$ cat src/rtl/sensor_riego.sv
// Irrigation decision controller: periodically collects four soil-humidity samples,
// averages them and requests one pump cycle when the soil is dry, then locks out.
module sensor_riego #(
    parameter int unsigned     MUESTREO_CICLOS = 50_000_000,
    parameter int unsigned     TIMEOUT_CICLOS  = 1_000,
    parameter longint unsigned ESPERA_CICLOS   = 64'd50_000_000 * 64'd300,
    parameter logic [7:0]      UMBRAL          = 8'd51
) (
    input  logic       clk,
    input  logic       rst_n,
    input  logic       MODsensor,
    input  logic [3:0] maceta,
    input  logic [7:0] humedad,
    input  logic       humedad_valid,
    output logic       muestra_req,
    output logic       regar,
    output logic [7:0] humedad_prom,
    output logic       error_sensor
);

    localparam int MUE_W = (MUESTREO_CICLOS > 32'd1) ? $clog2(MUESTREO_CICLOS) : 1;
    localparam int TMO_W = (TIMEOUT_CICLOS > 32'd1) ? $clog2(TIMEOUT_CICLOS) : 1;
    localparam int ESP_W = (ESPERA_CICLOS > 64'd1) ? $clog2(ESPERA_CICLOS) : 1;

    localparam logic [MUE_W-1:0] MUE_FIN = MUE_W'(MUESTREO_CICLOS - 32'd1);
    localparam logic [TMO_W-1:0] TMO_FIN = TMO_W'(TIMEOUT_CICLOS - 32'd1);
    localparam logic [ESP_W-1:0] ESP_FIN = ESP_W'(ESPERA_CICLOS - 64'd1);

    typedef enum logic [2:0] {
        IDLE    = 3'd0,
        PEDIR   = 3'd1,
        ESPERAR = 3'd2,
        EVALUAR = 3'd3,
        BLOQUEO = 3'd4
    } estado_t;

    estado_t          estado_r;
    estado_t          estado_next_s;
    logic [MUE_W-1:0] strobe_cnt_r;
    logic [TMO_W-1:0] timeout_cnt_r;
    logic [ESP_W-1:0] espera_cnt_r;
    logic [9:0]       acc_r;
    logic [1:0]       num_r;
    logic             muestra_req_r;
    logic             regar_r;
    logic [7:0]       humedad_prom_r;
    logic             error_sensor_r;

    logic             acepta_s;
    logic             timeout_s;
    logic             riega_s;
    logic [7:0]       prom_s;
    logic             seco_s;
    logic             maceta_ok_s;

    assign prom_s       = acc_r[9:2];
    assign seco_s       = (prom_s < UMBRAL);
    assign maceta_ok_s  = (maceta >= 4'd1) && (maceta <= 4'd3);

    assign muestra_req  = muestra_req_r;
    assign regar        = regar_r;
    assign humedad_prom = humedad_prom_r;
    assign error_sensor = error_sensor_r;

    // Next-state decode; a disconnected sensor forces IDLE from any state.
    always_comb begin
        estado_next_s = estado_r;
        acepta_s      = 1'b0;
        timeout_s     = 1'b0;
        riega_s       = 1'b0;
        if (!MODsensor) begin
            estado_next_s = IDLE;
        end else begin
            case (estado_r)
                IDLE: begin
                    if (strobe_cnt_r == MUE_FIN) begin
                        estado_next_s = PEDIR;
                    end else begin
                        estado_next_s = IDLE;
                    end
                end
                PEDIR: begin
                    estado_next_s = ESPERAR;
                end
                ESPERAR: begin
                    if (humedad_valid) begin
                        acepta_s = 1'b1;
                        if (num_r == 2'd3) begin
                            estado_next_s = EVALUAR;
                        end else begin
                            estado_next_s = PEDIR;
                        end
                    end else if (timeout_cnt_r == TMO_FIN) begin
                        // the ADC had TIMEOUT_CICLOS cycles to answer and did not
                        timeout_s     = 1'b1;
                        estado_next_s = IDLE;
                    end else begin
                        estado_next_s = ESPERAR;
                    end
                end
                EVALUAR: begin
                    if (seco_s && maceta_ok_s) begin
                        riega_s       = 1'b1;
                        estado_next_s = BLOQUEO;
                    end else begin
                        estado_next_s = IDLE;
                    end
                end
                BLOQUEO: begin
                    if (espera_cnt_r == ESP_FIN) begin
                        estado_next_s = IDLE;
                    end else begin
                        estado_next_s = BLOQUEO;
                    end
                end
                default: begin
                    estado_next_s = IDLE;
                end
            endcase
        end
    end

    // State register.
    always_ff @(posedge clk or negedge rst_n) begin
        if (!rst_n) begin
            estado_r <= IDLE;
        end else begin
            estado_r <= estado_next_s;
        end
    end

    // Per-state cycle counters; each restarts from zero whenever its state is entered.
    always_ff @(posedge clk or negedge rst_n) begin
        if (!rst_n) begin
            strobe_cnt_r  <= {MUE_W{1'b0}};
            timeout_cnt_r <= {TMO_W{1'b0}};
            espera_cnt_r  <= {ESP_W{1'b0}};
        end else begin
            if (MODsensor && (estado_r == IDLE) && (estado_next_s == IDLE)) begin
                strobe_cnt_r <= strobe_cnt_r + MUE_W'(1'b1);
            end else begin
                strobe_cnt_r <= {MUE_W{1'b0}};
            end
            if (MODsensor && (estado_r == ESPERAR) && (estado_next_s == ESPERAR)) begin
                timeout_cnt_r <= timeout_cnt_r + TMO_W'(1'b1);
            end else begin
                timeout_cnt_r <= {TMO_W{1'b0}};
            end
            if (MODsensor && (estado_r == BLOQUEO) && (estado_next_s == BLOQUEO)) begin
                espera_cnt_r <= espera_cnt_r + ESP_W'(1'b1);
            end else begin
                espera_cnt_r <= {ESP_W{1'b0}};
            end
        end
    end

    // Sample accumulation, averaged result and registered handshake outputs.
    always_ff @(posedge clk or negedge rst_n) begin
        if (!rst_n) begin
            acc_r          <= 10'd0;
            num_r          <= 2'd0;
            muestra_req_r  <= 1'b0;
            regar_r        <= 1'b0;
            humedad_prom_r <= 8'd0;
            error_sensor_r <= 1'b0;
        end else begin
            muestra_req_r <= MODsensor && (estado_r == PEDIR);
            regar_r       <= riega_s;
            if (!MODsensor || timeout_s || (estado_r == EVALUAR)) begin
                acc_r <= 10'd0;
                num_r <= 2'd0;
            end else if (acepta_s) begin
                acc_r <= acc_r + {2'b00, humedad};
                num_r <= num_r + 2'd1;
            end else begin
                acc_r <= acc_r;
                num_r <= num_r;
            end
            if (timeout_s) begin
                error_sensor_r <= 1'b1;
            end else if (acepta_s) begin
                error_sensor_r <= 1'b0;
            end else begin
                error_sensor_r <= error_sensor_r;
            end
            if (MODsensor && (estado_r == EVALUAR)) begin
                humedad_prom_r <= prom_s;
            end else begin
                humedad_prom_r <= humedad_prom_r;
            end
        end
    end

endmodule

$ cat config.mk
export PLATFORM = sky130hd
export DESIGN_NAME = sensor_riego
export DESIGN_NICKNAME = d
export VERILOG_FILES = /design/src/rtl/sensor_riego.sv
export SDC_FILE = /design/constraint.sdc
export NUM_CORES = 1
export LEC_CHECK = 0
export BUFFER_PORTS_ARGS = -buffer_cell sky130_fd_sc_hd__buf_2
export CAP_MARGIN = 15
export CORE_ASPECT_RATIO = 1.25
export CORE_MARGIN = 2
export CORE_UTILIZATION = 65
export DETAILED_ROUTE_END_ITERATION = 10
export PLACE_DENSITY_LB_ADDON = 0.3
export SLEW_MARGIN = 20
export SYNTH_ARGS = -nofsm -noshare
export SYNTH_HDL_FRONTEND = slang
export SYNTH_SLANG_ARGS = --single-unit
export TNS_END_PERCENT = 10
$ cat constraint.sdc
create_clock -name clk -period 5.9 [get_ports clk]
set_input_delay 1.18 -clock clk [delete_from_list [all_inputs] [get_ports clk]]
set_output_delay 1.18 -clock clk [all_outputs]
set_load 0.05 [all_outputs]
# ---- Word level (Yosys, flattened, before mapping)
# Cells that the tools add are included.
# Widths: inputs -> output; s select.
dict set report classes {
  n_lt_le_gt_ge 3
  mux 27
  eq_ne 10
  addsub 5
  reduce_logical 17
}
# operator n
set op_table {}
lappend op_table {{$add 34x1->34 const B} 1}
lappend op_table {{$eq 34x34->1 const B} 1}
lappend op_table {{$mux 34} 1}
lappend op_table {{$mux 10} 3}
lappend op_table {{$add 26x1->26 const B} 1}
lappend op_table {{$eq 26x26->1 const B} 1}
lappend op_table {{$mux 26} 1}
lappend op_table {{$pmux 3 s5} 1}
lappend op_table {{$mux 1} 13}
lappend op_table {{$mux 3} 4}
lappend op_table {{$add 10x1->10 const B} 1}
lappend op_table {{$add 10x8->10} 1}
lappend op_table {{$eq 10x10->1 const B} 1}
lappend op_table {{$logic_and 1x1->1} 10}
lappend op_table {{$eq 3x2->1 const B} 3}
lappend op_table {{$lt 8x6->1 const B} 1}
lappend op_table {{$mux 2} 4}
lappend op_table {{$eq 3x3->1 const B} 2}
lappend op_table {{$logic_not 3->1} 2}
lappend op_table {{$ge 4x1->1 const B} 1}
lappend op_table {{$le 4x2->1 const B} 1}
lappend op_table {{$reduce_bool 2->1} 2}
lappend op_table {{$eq 3x1->1 const B} 1}
lappend op_table {{$add 2x1->2 const B} 1}
lappend op_table {{other kinds (3)} 4}
dict set report word_totals {
  inputBits 16
  reg_bits 96
}

# ---- Depth between registers and ports, before layout
# Gate-level depths: netlist of the first run.
dict set report depth {
  ltp_word 9
  depth_mapped 8
}

# ---- Worst setup path before layout of the first run
# Ideal clock, no wire load.
dict set report synth_path {
  path_type {input to register}
  startpoint {in humedad[0]}
  endpoint {reg acc_r[8]}
  setup_ns 0.079
  path_stages 8
  arrival_time_ns 2.610
  path_slack_ns 3.211
  cell_sequence {ha_1 -> inv_1 -> fa_1 -> nand2b_1 -> a21oi_1 -> o311ai_0 -> a21oi_1 -> mux2i_1}
}
dict set report synth_via {
  elab_chain_cells 3
}
# item line
set synth_lines {}
lappend synth_lines {{from (decl)} 13} ;# input logic [7:0] humedad,
lappend synth_lines {{$add 10x8->10} 173} ;# acc_r <= acc_r + {2'b00, humedad};
lappend synth_lines {{$mux 10} 172} ;# end else if (acepta_s) begin
lappend synth_lines {{$mux 10} 169} ;# if (!MODsensor || timeout_s || (estado_r == EVALUAR)) begin
lappend synth_lines {{to (signal assigned)} 173}
lappend synth_lines {{to (signal assigned)} 176} ;# acc_r <= acc_r;
lappend synth_lines {{to (decl)} 42} ;# logic [9:0] acc_r;
# No other way between the ends. The select of a mux whose other input is x is not followed.
# A chain may end at the register's enable or synchronous reset.

# ---- Final worst setup path of the first run
dict set report layout_path {
  startpoint {in humedad_valid}
  endpoint {reg timeout_cnt_r[7]}
}
dict set report layout_via {
  elab_chain_cells 6
}
# item line
set layout_lines {}
lappend layout_lines {{from (decl)} 14} ;# input logic humedad_valid,
lappend layout_lines {{$mux 3} 86} ;# if (humedad_valid) begin
lappend layout_lines {{$pmux 3 s5} 74} ;# case (estado_r)
lappend layout_lines {{$mux 3} 71} ;# if (!MODsensor) begin
lappend layout_lines {{$eq 3x2->1} 144} ;# if (MODsensor && (estado_r == ESPERAR) && (estado_next_s == ESPERAR)) begin
lappend layout_lines {{$logic_and 1x1->1} 144}
lappend layout_lines {{$mux 10} 144}
lappend layout_lines {{to (signal assigned)} 136} ;# timeout_cnt_r <= {TMO_W{1'b0}};
lappend layout_lines {{to (signal assigned)} 145} ;# timeout_cnt_r <= timeout_cnt_r + TMO_W'(1'b1);
lappend layout_lines {{to (signal assigned)} 147} ;# timeout_cnt_r <= {TMO_W{1'b0}};
lappend layout_lines {{to (decl)} 40} ;# logic [TMO_W-1:0] timeout_cnt_r;
# No other way between the ends.

==> results of run 1 <==
==> logic make-up after synthesis <==
logic type	Yosys count
AND/OR/NAND/NOR	241
flip-flops	96
XOR/XNOR	60
AO/OA/AOI/OAI	52
buffers and inverters	28
adder cells (fa/ha/maj)	13
multiplexers	8
==> registers in the layout (all words and copies together), names as in the netlist <==
name and flops:
strobe_cnt_r 26, acc_r 10, humedad_prom 8, muestra_req 1, error_sensor 1, espera_cnt_r 34, regar 1, timeout_cnt_r 10
estado_r 3, num_r 2
==> layout by cell type (no fill, tap or decap), types with 9 or more instances in the layout <==
| cell | Yosys | layout |
|---|---|---|
| a21oi_1 | 14 | 14 |
| buf_2 | 10 | 25 |
| clkbuf_8 | 0 | 9 |
| dfrtp_1 | 96 | 96 |
| ha_1 | 12 | 12 |
| inv_1 | 12 | 12 |
| nand2_1 | 35 | 35 |
| nand3_1 | 34 | 34 |
| nand4_1 | 17 | 17 |
| nor2_1 | 83 | 83 |
| nor3_1 | 10 | 10 |
| nor4_1 | 12 | 12 |
| o21ai_0 | 16 | 16 |
| xnor2_1 | 30 | 30 |
| xor2_1 | 30 | 30 |
==> path summary, 6_finish.rpt <==
path / start / to / slack, ps
max: humedad_valid / timeout_cnt_r[7] / 3280
min: timeout_cnt_r[0] / timeout_cnt_r[0] / 470
max reg2reg: strobe_cnt_r[0] / strobe_cnt_r[16] / 3280
min reg2reg: timeout_cnt_r[0] / timeout_cnt_r[0] / 470
max in group asynchronous: rst_n / strobe_cnt_r[9] / 4020
min in group asynchronous: rst_n / espera_cnt_r[29] / 790
==> critical path, stage by stage <==
cell and delay [ps]:
buf_2 140, nand4bb_1 210, nor4_1 450, nor3_1 120, o211ai_1 610, nor2_1 110
==> layout make-up <==
cell class / count / area [µm²] / share of cell area
Sequential cell: 96 / 2402 / 0.4524
Multi-Input combinational cell: 374 / 2374 / 0.4470
Clock inverter: 5 / 106.4 / 0.02003
Timing Repair Buffer: 27 / 140.1 / 0.02639
Clock buffer: 10 / 127.6 / 0.02403
Tap cell: 92 / 115.1 / 0.02168
Inverter: 12 / 45.04 / 0.008483
==> cell usage after synthesis, types with 3 or more instances <==
master    count
a21oi_1      14
a22o_1        7
and3_1        6
and4_1        8
buf_2        10
clkbuf_1      4
dfrtp_1      96
ha_1         12
inv_1        12
mux2_2        7
nand2_1      35
nand2b_1      5
nand3_1      34
nand4_1      17
nor2_1       83
nor2b_1       3
nor3_1       10
nor4_1       12
o21ai_0      16
or3_1         8
xnor2_1      30
xor2_1       30
==> per-layer routing <==
metal,track usage,share of wire
met1,0.3408,0.45
met2,0.4306,0.51
met3,0.03315,0.022
met4,0.09487,0.014
met5,0,0
==> power groups by stage <==
stage,clock (W),combinational (W),sequential (W)
final,0.000506,0.0000378,0.000661
after global routing,0.000538,0.0000443,0.000662
after detailed placement,0,0.0000389,0.000674
after CTS,0.000510,0.0000389,0.000661
after floorplan,0,0.0000162,0.000674
after global placement,0,0.0000378,0.000674
==> metrics by stage <==
stage          cells  cell area [µm²]   power, W  worst slack (ps)  hold slack, ps
2_1_floorplan    498             4897  0.0006902              3211           432.9
3_3_place_gp     601             5075  0.0007120              2985           451.7
3_5_place_dp     601             5075  0.0007133              2939           466.5
4_1_cts          616             5309   0.001210              3086           478.4
5_1_grt          616             5310   0.001244              3031           498.0
6_report         616             5310   0.001205              3281           471.9
==> run summary, run 1 <==
DR WL/cell = 15.36 µm
Post-synthesis mux area share = 0.01814
Largest net degree at the start of global routing = 56
Die width = 81.64 µm
Main combinational cell family by area after synthesis = simple AND/OR/NAND/NOR gates
Clock sinks = 96
Post-Synth XOR/XNOR Area = 0.1073
Maximum clock path buffer count = 2
Vias = 3670
RSZ-0062 raised after global routing = false
IO Count = 27
Mean area per synthesized cell = 9.834 µm²
Post-Synthesis Cell Area = 4897 µm²
Placer congestion estimate = 0.8407
Fin nets = 549
Post-Syn Instances = 498
Worst-margin pin slew = 1061 ps
Hold Crit Class = reg2reg
Top cell type's share of synthesized area = 0.4905
Status = finished clean
Synth area leaders = dfrtp_1, nor2_1, xnor2_1
Post-CTS Hold Buffers = 0
Count of different cell masters after synthesis = 54
#FFs+latches synth = 96
Yosys warns = 0
Synth Area in Compound Gates = 0.06847
CTS tree = done
CP Max Fanout = 9
First-pass GRT wire length = 16.53 mm
Layout Skew = 8.259 ps
Clk_lat worst skew = 360 ps
Initial cell density of the core = 0.6656
Detailed router's first-iteration violation count = 137
Main flop type after synthesis = dfrtp_1
Sw Share = 0.2114
Sequential share of power = 0.549
Vias in the first global route = 3655
Final setup fails = 0
Total CTS buffers = 9
FILL cells = 548
Grt total ovfl = 0
Diodes inserted = 0
Clock Pin Slew Worst Setup and Hold Paths = 90 ps
Core area = 7357 µm²
DRC errors left = 0
Clock H-tree levels = 3
Max Fclk = 381.8 MHz
Logic pwr share = 0.031
Post-cts resize count = 0
Time the worst path needs with I/O delays and setup = 2619 ps
Antenna Nets Post-Route = 0
Setup TNS = 0 ps
Die Y = 101.0 µm
Slew headroom = 0.2863
# port buffers = 26
Post-Syn Nets = 527
Ys async rst share = 1.000
Synth Area in Simple Gates = 0.2557
Max-capacitance violation count = 0
Critical Path End Type = register
Pwr Density = 227.0 nW/µm²
Initial antenna violation count = 0
Area growth syn-to-layout = 8.431%
Post-Route Utilization = 0.7218
Net Sw Power = 0.0002549 W
Via/cell ratio = 5.958
Post-Synth Adder-Cell Area = 0.03475
Setup Buffers After CTS = 0
Post-DP HPWL = 6.588 mm
Routed wire length = 9.461 mm
CP Launch Type = input pin
Crit path DAT = 2830 ps
DR pass1 iterations = 4
Post-synth EDFFs = 0
Final Cycle Share = 0.4440
Pleak = 2.287 nW
Clock root buffer = clkbuf_8
Share of cells above drive strength 1 = 0.1126
# rows = 35
Internal power = 0.0009505 W
Global Route Usage Sum = 0.2569
Seq/Total Area, Yosys = 0.4905
Count of final hold-check violations = 0
Max-slew violations = 0
Clock group share of total power = 0.420
WHS Path Cells = 1
CP required = 6110 ps
Critical setup path kind = in2reg
Max IR drop VDD = 140.2 µV
Die area = 8249 µm²
Worst R2R Path Depth = 6
Post-synth top area cell = dfrtp_1
(Power assumes the default switching activity.)
==> run 2: changes to the inputs <==
--- a/config.mk
+++ b/config.mk
@@ -9,7 +9,7 @@
 export CAP_MARGIN = 15
 export CORE_ASPECT_RATIO = 1.25
 export CORE_MARGIN = 2
-export CORE_UTILIZATION = 65
+export CORE_UTILIZATION = 55
 export DETAILED_ROUTE_END_ITERATION = 10
 export PLACE_DENSITY_LB_ADDON = 0.3
 export SLEW_MARGIN = 20
==> constraint.sdc (replaced) <==
create_clock -name clk -period 2.2 [get_ports clk]
set_input_delay 0.44 -clock clk [delete_from_list [all_inputs] [get_ports clk]]
set_output_delay 0.44 -clock clk [all_outputs]
set_load 0.05 [all_outputs]
==> run 2 against run 1 <==
  * Clock power is 120% higher
  * First-iteration DRC count is 20% higher
  * Worst hold slack lost 130 ps
  * Worst setup slack lost 3100 ps
==> run summary, run 2 (same netlist as run 1, synthesis figures left out) <==
Sequential share of power = 0.590 (+0.041)
Core area = 8653 µm² (+18%)
CP Launch Type = register
Clock root buffer = clkbuf_8
Clock Pin Slew Worst Setup and Hold Paths = 90 ps (about the same)
Critical setup path kind = reg2reg
Initial antenna violation count = 0 (unchanged)
Status = finished clean
WHS Path Cells = 2 (+1)
Fin nets = 568 (+3.5%)
Worst path top cell family by delay = compound AO/OA/AOI/OAI gates
Post-DP HPWL = 6.846 mm (+3.9%)
Die area = 9680 µm² (+17%)
Die Y = 109.5 µm (+8.4%)
Commonest cells after routing, fill and taps aside = dfrtp_1, nor2_1, nand2_1
Max reg flops = 34 (unchanged)
Max-capacitance violation count = 0 (unchanged)
Via/cell ratio = 5.593 (-6.1%)
Antenna Nets Post-Route = 0 (unchanged)
Vias in the first global route = 3712 (+1.6%)
# port buffers = 26 (unchanged)
CTS tree = done
Largest net degree at the start of global routing = 35 (-38%)
Maximum clock path buffer count = 2 (unchanged)
Worst R2R Path Depth = 6 (unchanged)
Hold Slack = 346.0 ps (-125.8 ps)
Clock sinks = 96 (unchanged)
Internal power = 0.002312 W (+140%)
Final setup fails = 0 (unchanged)
Critical path depth = 6 (unchanged)
Layout Skew = 15.04 ps (+6.784 ps)
DR pass1 iterations = 4 (unchanged)
Pleak = 2.374 nW (+3.8%)
Setup TNS = 0 ps (unchanged)
R2R setup slack = 140 ps (-3140 ps)
Critical-path cell list = ha_1, nand4bb_1, o41ai_1, a21oi_1, buf_4, a22o_1
# rows = 38 (+8.6%)
Initial cell density of the core = 0.5659 (-0.09971)
Clock group share of total power = 0.371 (-0.049)
Total CTS buffers = 9 (unchanged)
RSZ-0062 raised after global routing = false
Reg2reg start = timeout_cnt_r[0]
CP required = 2460 ps (-3650 ps)
Max IR drop VDD = 417.7 µV (+200%)
Buf/Inv on CP = 1 (unchanged)
FILL cells = 737 (+34%)
DRC errors left = 0 (unchanged)
Max Fclk = 486.5 MHz
Vias = 3714 (+1.2%)
Die width = 88.40 µm (+8.3%)
Sw Share = 0.2309 (+0.01945)
Worst r2r dst = acc_r[3]
DR WL/cell = 14.41 µm (-6.2%)
Routed wire length = 9.571 mm (+1.2%)
Largest regs = espera_cnt_r x34, strobe_cnt_r x26
Clock H-tree levels = 3 (unchanged)
CP Max Fanout = 10 (+1)
Placer congestion estimate = 0.8502 (+1.1%)
Pwr Density = 547.8 nW/µm² (+140%)
Multi-input logic area = 2376 µm² (+0.11%)
Worst path max stage delay = 580 ps (-30 ps)
First-pass GRT wire length = 16.53 mm (about the same)
Count of final hold-check violations = 0 (unchanged)
Worst-margin pin slew = 547.7 ps (-513.0 ps)
Commonest non-fill, non-tap cell in the layout = dfrtp_1
Time the worst path needs with I/O delays and setup = 2056 ps
Reg area = 2402 µm² (unchanged)
Max-slew violations = 0 (unchanged)
Critical Path End Type = register
Clk_lat worst skew = 370 ps (about the same)
Net Sw Power = 0.0006942 W (+170%)
Global Route Usage Sum = 0.2174 (-0.03959)
Max stage delay cell, worst path = o41ai_1
Grt total ovfl = 0 (unchanged)
Final Cycle Share = 0.9344
Worst Hold End = estado_r[2]
Crit path DAT = 2310 ps (-520 ps)
IO Count = 27 (unchanged)
Hold Startpoint = MODsensor
Area growth syn-to-layout = 12.08%
Diodes inserted = 0 (unchanged)
Logic pwr share = 0.040 (+0.009)
Share of cells above drive strength 1 = 0.1452 (+0.03263)
Hold Crit Class = in2reg
Biggest register = espera_cnt_r
Slew headroom = 0.6301 (+0.3438)
Detailed router's first-iteration violation count = 165 (+20%)
[run 2: metrics by stage]
stage / area, µm² / total power (W) / cells / setup slack [ps] / utilization
global placement: 5283 / 0.001925 / 647 / 74.75 / 0.6105
global route: 5489 / 0.003131 / 664 / 7.556 / 0.6343
detailed placement: 5283 / 0.001928 / 647 / -44.71 / 0.6105
floorplan: 4897 / 0.001851 / 498 / 225.6 / -
CTS: 5485 / 0.003035 / 664 / 123.1 / 0.6339
finish: 5489 / 0.003007 / 664 / 144.3 / 0.6343
[run 2: worst reg2reg max path, delay by kind of cell, from the launching register on]
family / cells / cell delay, ps
compound gates: 3 / 960
buf+inv: 1 / 200
simple gates: 1 / 150
fa+ha+maj: 1 / 240
flops: 1 / 390
[run 2: final cells by class]
type                            count  share of cell area
Sequential cell                    96              0.4377
Multi-Input combinational cell    374              0.4329
Timing Repair Buffer               46             0.05881
Clock buffer                       12             0.03009
Tap cell                          120             0.02735
Inverter                           12            0.008206
Clock inverter                      4            0.005015
[run 2: timing repair]
item / CTS / global route
endpoints found under the hold margin: 23 / 0
resized for setup: 0 / 2
setup endpoints to repair: 0 / 2
hold buffers: 1 / 0
setup buffers: 0 / 0
[run 2: how the worst max path moves through the flow]
| stage | endpoint | startpoint | slack, ps |
|---|---|---|---|
| global route | acc_r[8] | acc_r[0] | 8 |
| CTS | acc_r[8] | acc_r[0] | 120 |
| global placement | acc_r[8] | humedad[0] | 70 |
| floorplan | strobe_cnt_r[15] | strobe_cnt_r[0] | 230 |
| detailed placement | acc_r[8] | humedad[0] | -40 |
| finish | acc_r[3] | timeout_cnt_r[0] | 140 |
[run 2: power by group through the flow]
stage / Clock, W / Combinational [W] / Sequential, W
after floorplan: 0 / 0.0000434 / 0.00181
after global placement: 0 / 0.000117 / 0.00181
after detailed placement: 0 / 0.000120 / 0.00181
after CTS: 0.00114 / 0.000122 / 0.00177
after global routing: 0.00122 / 0.000136 / 0.00177
final: 0.00111 / 0.000119 / 0.00177
[run 2: layer usage]
layer	part of all wire	track usage
met1	0.46	0.2800
met2	0.50	0.3700
met3	0.022	0.03453
met4	0.015	0.07684
met5	0	0
==> run 3: changes to the inputs <==
--- a/config.mk
+++ b/config.mk
@@ -10,8 +10,10 @@
 export CORE_ASPECT_RATIO = 1.25
 export CORE_MARGIN = 2
 export CORE_UTILIZATION = 55
+export CTS_CLUSTER_DIAMETER = 30
 export DETAILED_ROUTE_END_ITERATION = 10
-export PLACE_DENSITY_LB_ADDON = 0.3
+export GPL_TIMING_DRIVEN = 0
+export PLACE_DENSITY = 0.76
 export SLEW_MARGIN = 20
 export SYNTH_ARGS = -nofsm -noshare
 export SYNTH_HDL_FRONTEND = slang
==> run 3 against run 2 <==
  * Largest cell class is now multi-input combinational cells
  * Clock power is essentially flat
  * Sequential power barely moved
  * Largest power group unchanged
  * Combinational power hardly changed
==> run summary, run 3 (same netlist as run 1, synthesis figures left out) <==
Status = finished clean
Multi-input logic area = 2437 µm² (+2.6%)
Largest regs = espera_cnt_r x34, strobe_cnt_r x26
Diodes inserted = 0 (unchanged)
IO Count = 27 (unchanged)
Die area = 9680 µm² (unchanged)
Max-slew violations = 0 (unchanged)
Hold Crit Class = in2reg
CTS tree = done
Max-capacitance violation count = 0 (unchanged)
CP Max Fanout = 10 (unchanged)
WHS Path Cells = 2 (unchanged)
Share of cells above drive strength 1 = 0.1473 (+0.002109)
Post-route insts no fill = 663 (-0.15%)
Max IR drop VDD = 338.7 µV (-19%)
Worst Hold End = estado_r[2]
Clock H-tree levels = 3 (unchanged)
Vias in the first global route = 3754 (+1.1%)
Clock Pin Slew Worst Setup and Hold Paths = 90 ps (about the same)
Total power = 0.002979 W (-0.93%)
Biggest register = espera_cnt_r
Worst path max stage delay = 620 ps (+40 ps)
Initial cell density of the core = 0.5659 (unchanged)
Worst-margin pin slew = 636.4 ps (+88.73 ps)
Grt total ovfl = 0 (unchanged)
CP Launch Type = register
Worst R2R Path Depth = 7 (+1)
CP required = 2460 ps (about the same)
Initial antenna violation count = 0 (unchanged)
Commonest non-fill, non-tap cell in the layout = dfrtp_1
Hold Startpoint = MODsensor
Clock root buffer = clkbuf_8
Post-Route Utilization = 0.6345 (about the same)
Slew headroom = 0.5722 (-0.05791)
Critical Path End Type = register
DR pass1 iterations = 4 (unchanged)
Largest net degree at the start of global routing = 83 (+140%)
DRC errors left = 0 (unchanged)
R2R setup slack = 80 ps (-60 ps)
Setup TNS = 0 ps (unchanged)
Hold Slack = 349.7 ps (+3.639 ps)
Pleak = 2.365 nW (-0.36%)
Time the worst path needs with I/O delays and setup = 2120 ps (+64.51 ps)
Critical setup path kind = reg2reg
Max Fclk = 471.7 MHz (-3.0%)
Count of final hold-check violations = 0 (unchanged)
FILL cells = 728 (-1.2%)
Layout Skew = 11.56 ps (-3.479 ps)
Post-DP HPWL = 6.854 mm (+0.11%)
Maximum clock path buffer count = 2 (unchanged)
Antenna Nets Post-Route = 0 (unchanged)
Fin nets = 567 (-0.18%)
Max stage delay cell, worst path = or4_1
Reg2reg start = strobe_cnt_r[0]
Placer congestion estimate = 0.7815 (-8.1%)
Reg area = 2402 µm² (unchanged)
Clock sinks = 96 (unchanged)
Vias = 3693 (-0.57%)
Crit path DAT = 2380 ps (+70 ps)
# port buffers = 26 (unchanged)
Clk_lat worst skew = 370 ps (about the same)
Global Route Usage Sum = 0.2214 (+0.004074)
Die Y = 109.5 µm (unchanged)
Die width = 88.40 µm (unchanged)
Routed wire length = 9.614 mm (+0.45%)
RSZ-0062 raised after global routing = true
# rows = 38 (unchanged)
Final Cycle Share = 0.9637 (+0.02932)
Total CTS buffers = 9 (unchanged)
Critical-path cell list = ha_1, and4_1, nand3_1, or4_1, nand3_4, buf_4, nor2_1
DR WL/cell = 14.50 µm (+0.60%)
Worst r2r dst = strobe_cnt_r[18]
Detailed router's first-iteration violation count = 205 (+24%)
Pwr Density = 542.6 nW/µm² (-0.95%)
Max reg flops = 34 (unchanged)
DP Cell Count = 645 (-0.31%)
Via/cell ratio = 5.570 (-0.42%)
Commonest cells after routing, fill and taps aside = dfrtp_1, nor2_1, nand2_1
Core area = 8653 µm² (unchanged)
Area growth syn-to-layout = 12.11% (about the same)
First-pass GRT wire length = 16.83 mm (+1.8%)
Final setup fails = 0 (unchanged)
run 3: worst max-delay path, delay by kind of cell, from the launching register on:
family | cells | cell delay [ps]
fa+ha+maj | 1 | 230
buf+inv | 1 | 200
simple gates | 5 | 1190
flops | 1 | 390
run 3: how the worst max path moves through the flow:
stage | start | end | slack [ps]
6_report | strobe_cnt_r[0] | strobe_cnt_r[18] | 80
5_1_grt | estado_r[0] | strobe_cnt_r[18] | -60
4_1_cts | timeout_cnt_r[0] | timeout_cnt_r[3] | -8
3_5_place_dp | strobe_cnt_r[0] | strobe_cnt_r[18] | -170
3_3_place_gp | rst_n | strobe_cnt_r[21] | -230
2_1_floorplan | strobe_cnt_r[0] | strobe_cnt_r[15] | 230
run 3: routing by layer:
layer / track usage / share of wire / vias up
li1: - / - / 1824
met1: 0.2698 / 0.43 / 1817
met2: 0.3888 / 0.53 / 39
met3: 0.03979 / 0.025 / 13
met4: 0.08225 / 0.014 / 0
met5: 0 / 0 / -
run 3: layout make-up:
type,instances,share of cell area
Buffer,16,0.01641
Sequential cell,96,0.4376
Timing Repair Buffer,29,0.03304
Inverter,12,0.008204
Clock inverter,4,0.005242
Multi-Input combinational cell,374,0.4439
Tap cell,120,0.02735
Clock buffer,12,0.02826
run 3: report_power, final:
part           internal (W)  total [W]  switching [W]
registers           0.00177    0.00177     0.00000339
logic             0.0000403   0.000119      0.0000783
clock network      0.000474    0.00109       0.000615
run 3: through the flow:
step	worst slack, ps	cell area, µm²
after global routing	-60.25	5490
after global placement	-230.5	5177
after CTS	-8.078	5444
after floorplan	225.6	4897
final	79.83	5490
after detailed placement	-173.3	5211
run 3: timing repair:
item	in CTS	in global routing
pin swaps	1	1
hold endpoints to repair	14	0
hold buffers	1	0
gates resized for setup	8	8
buffers inserted	0	1
endpoints found under the setup margin	44	70
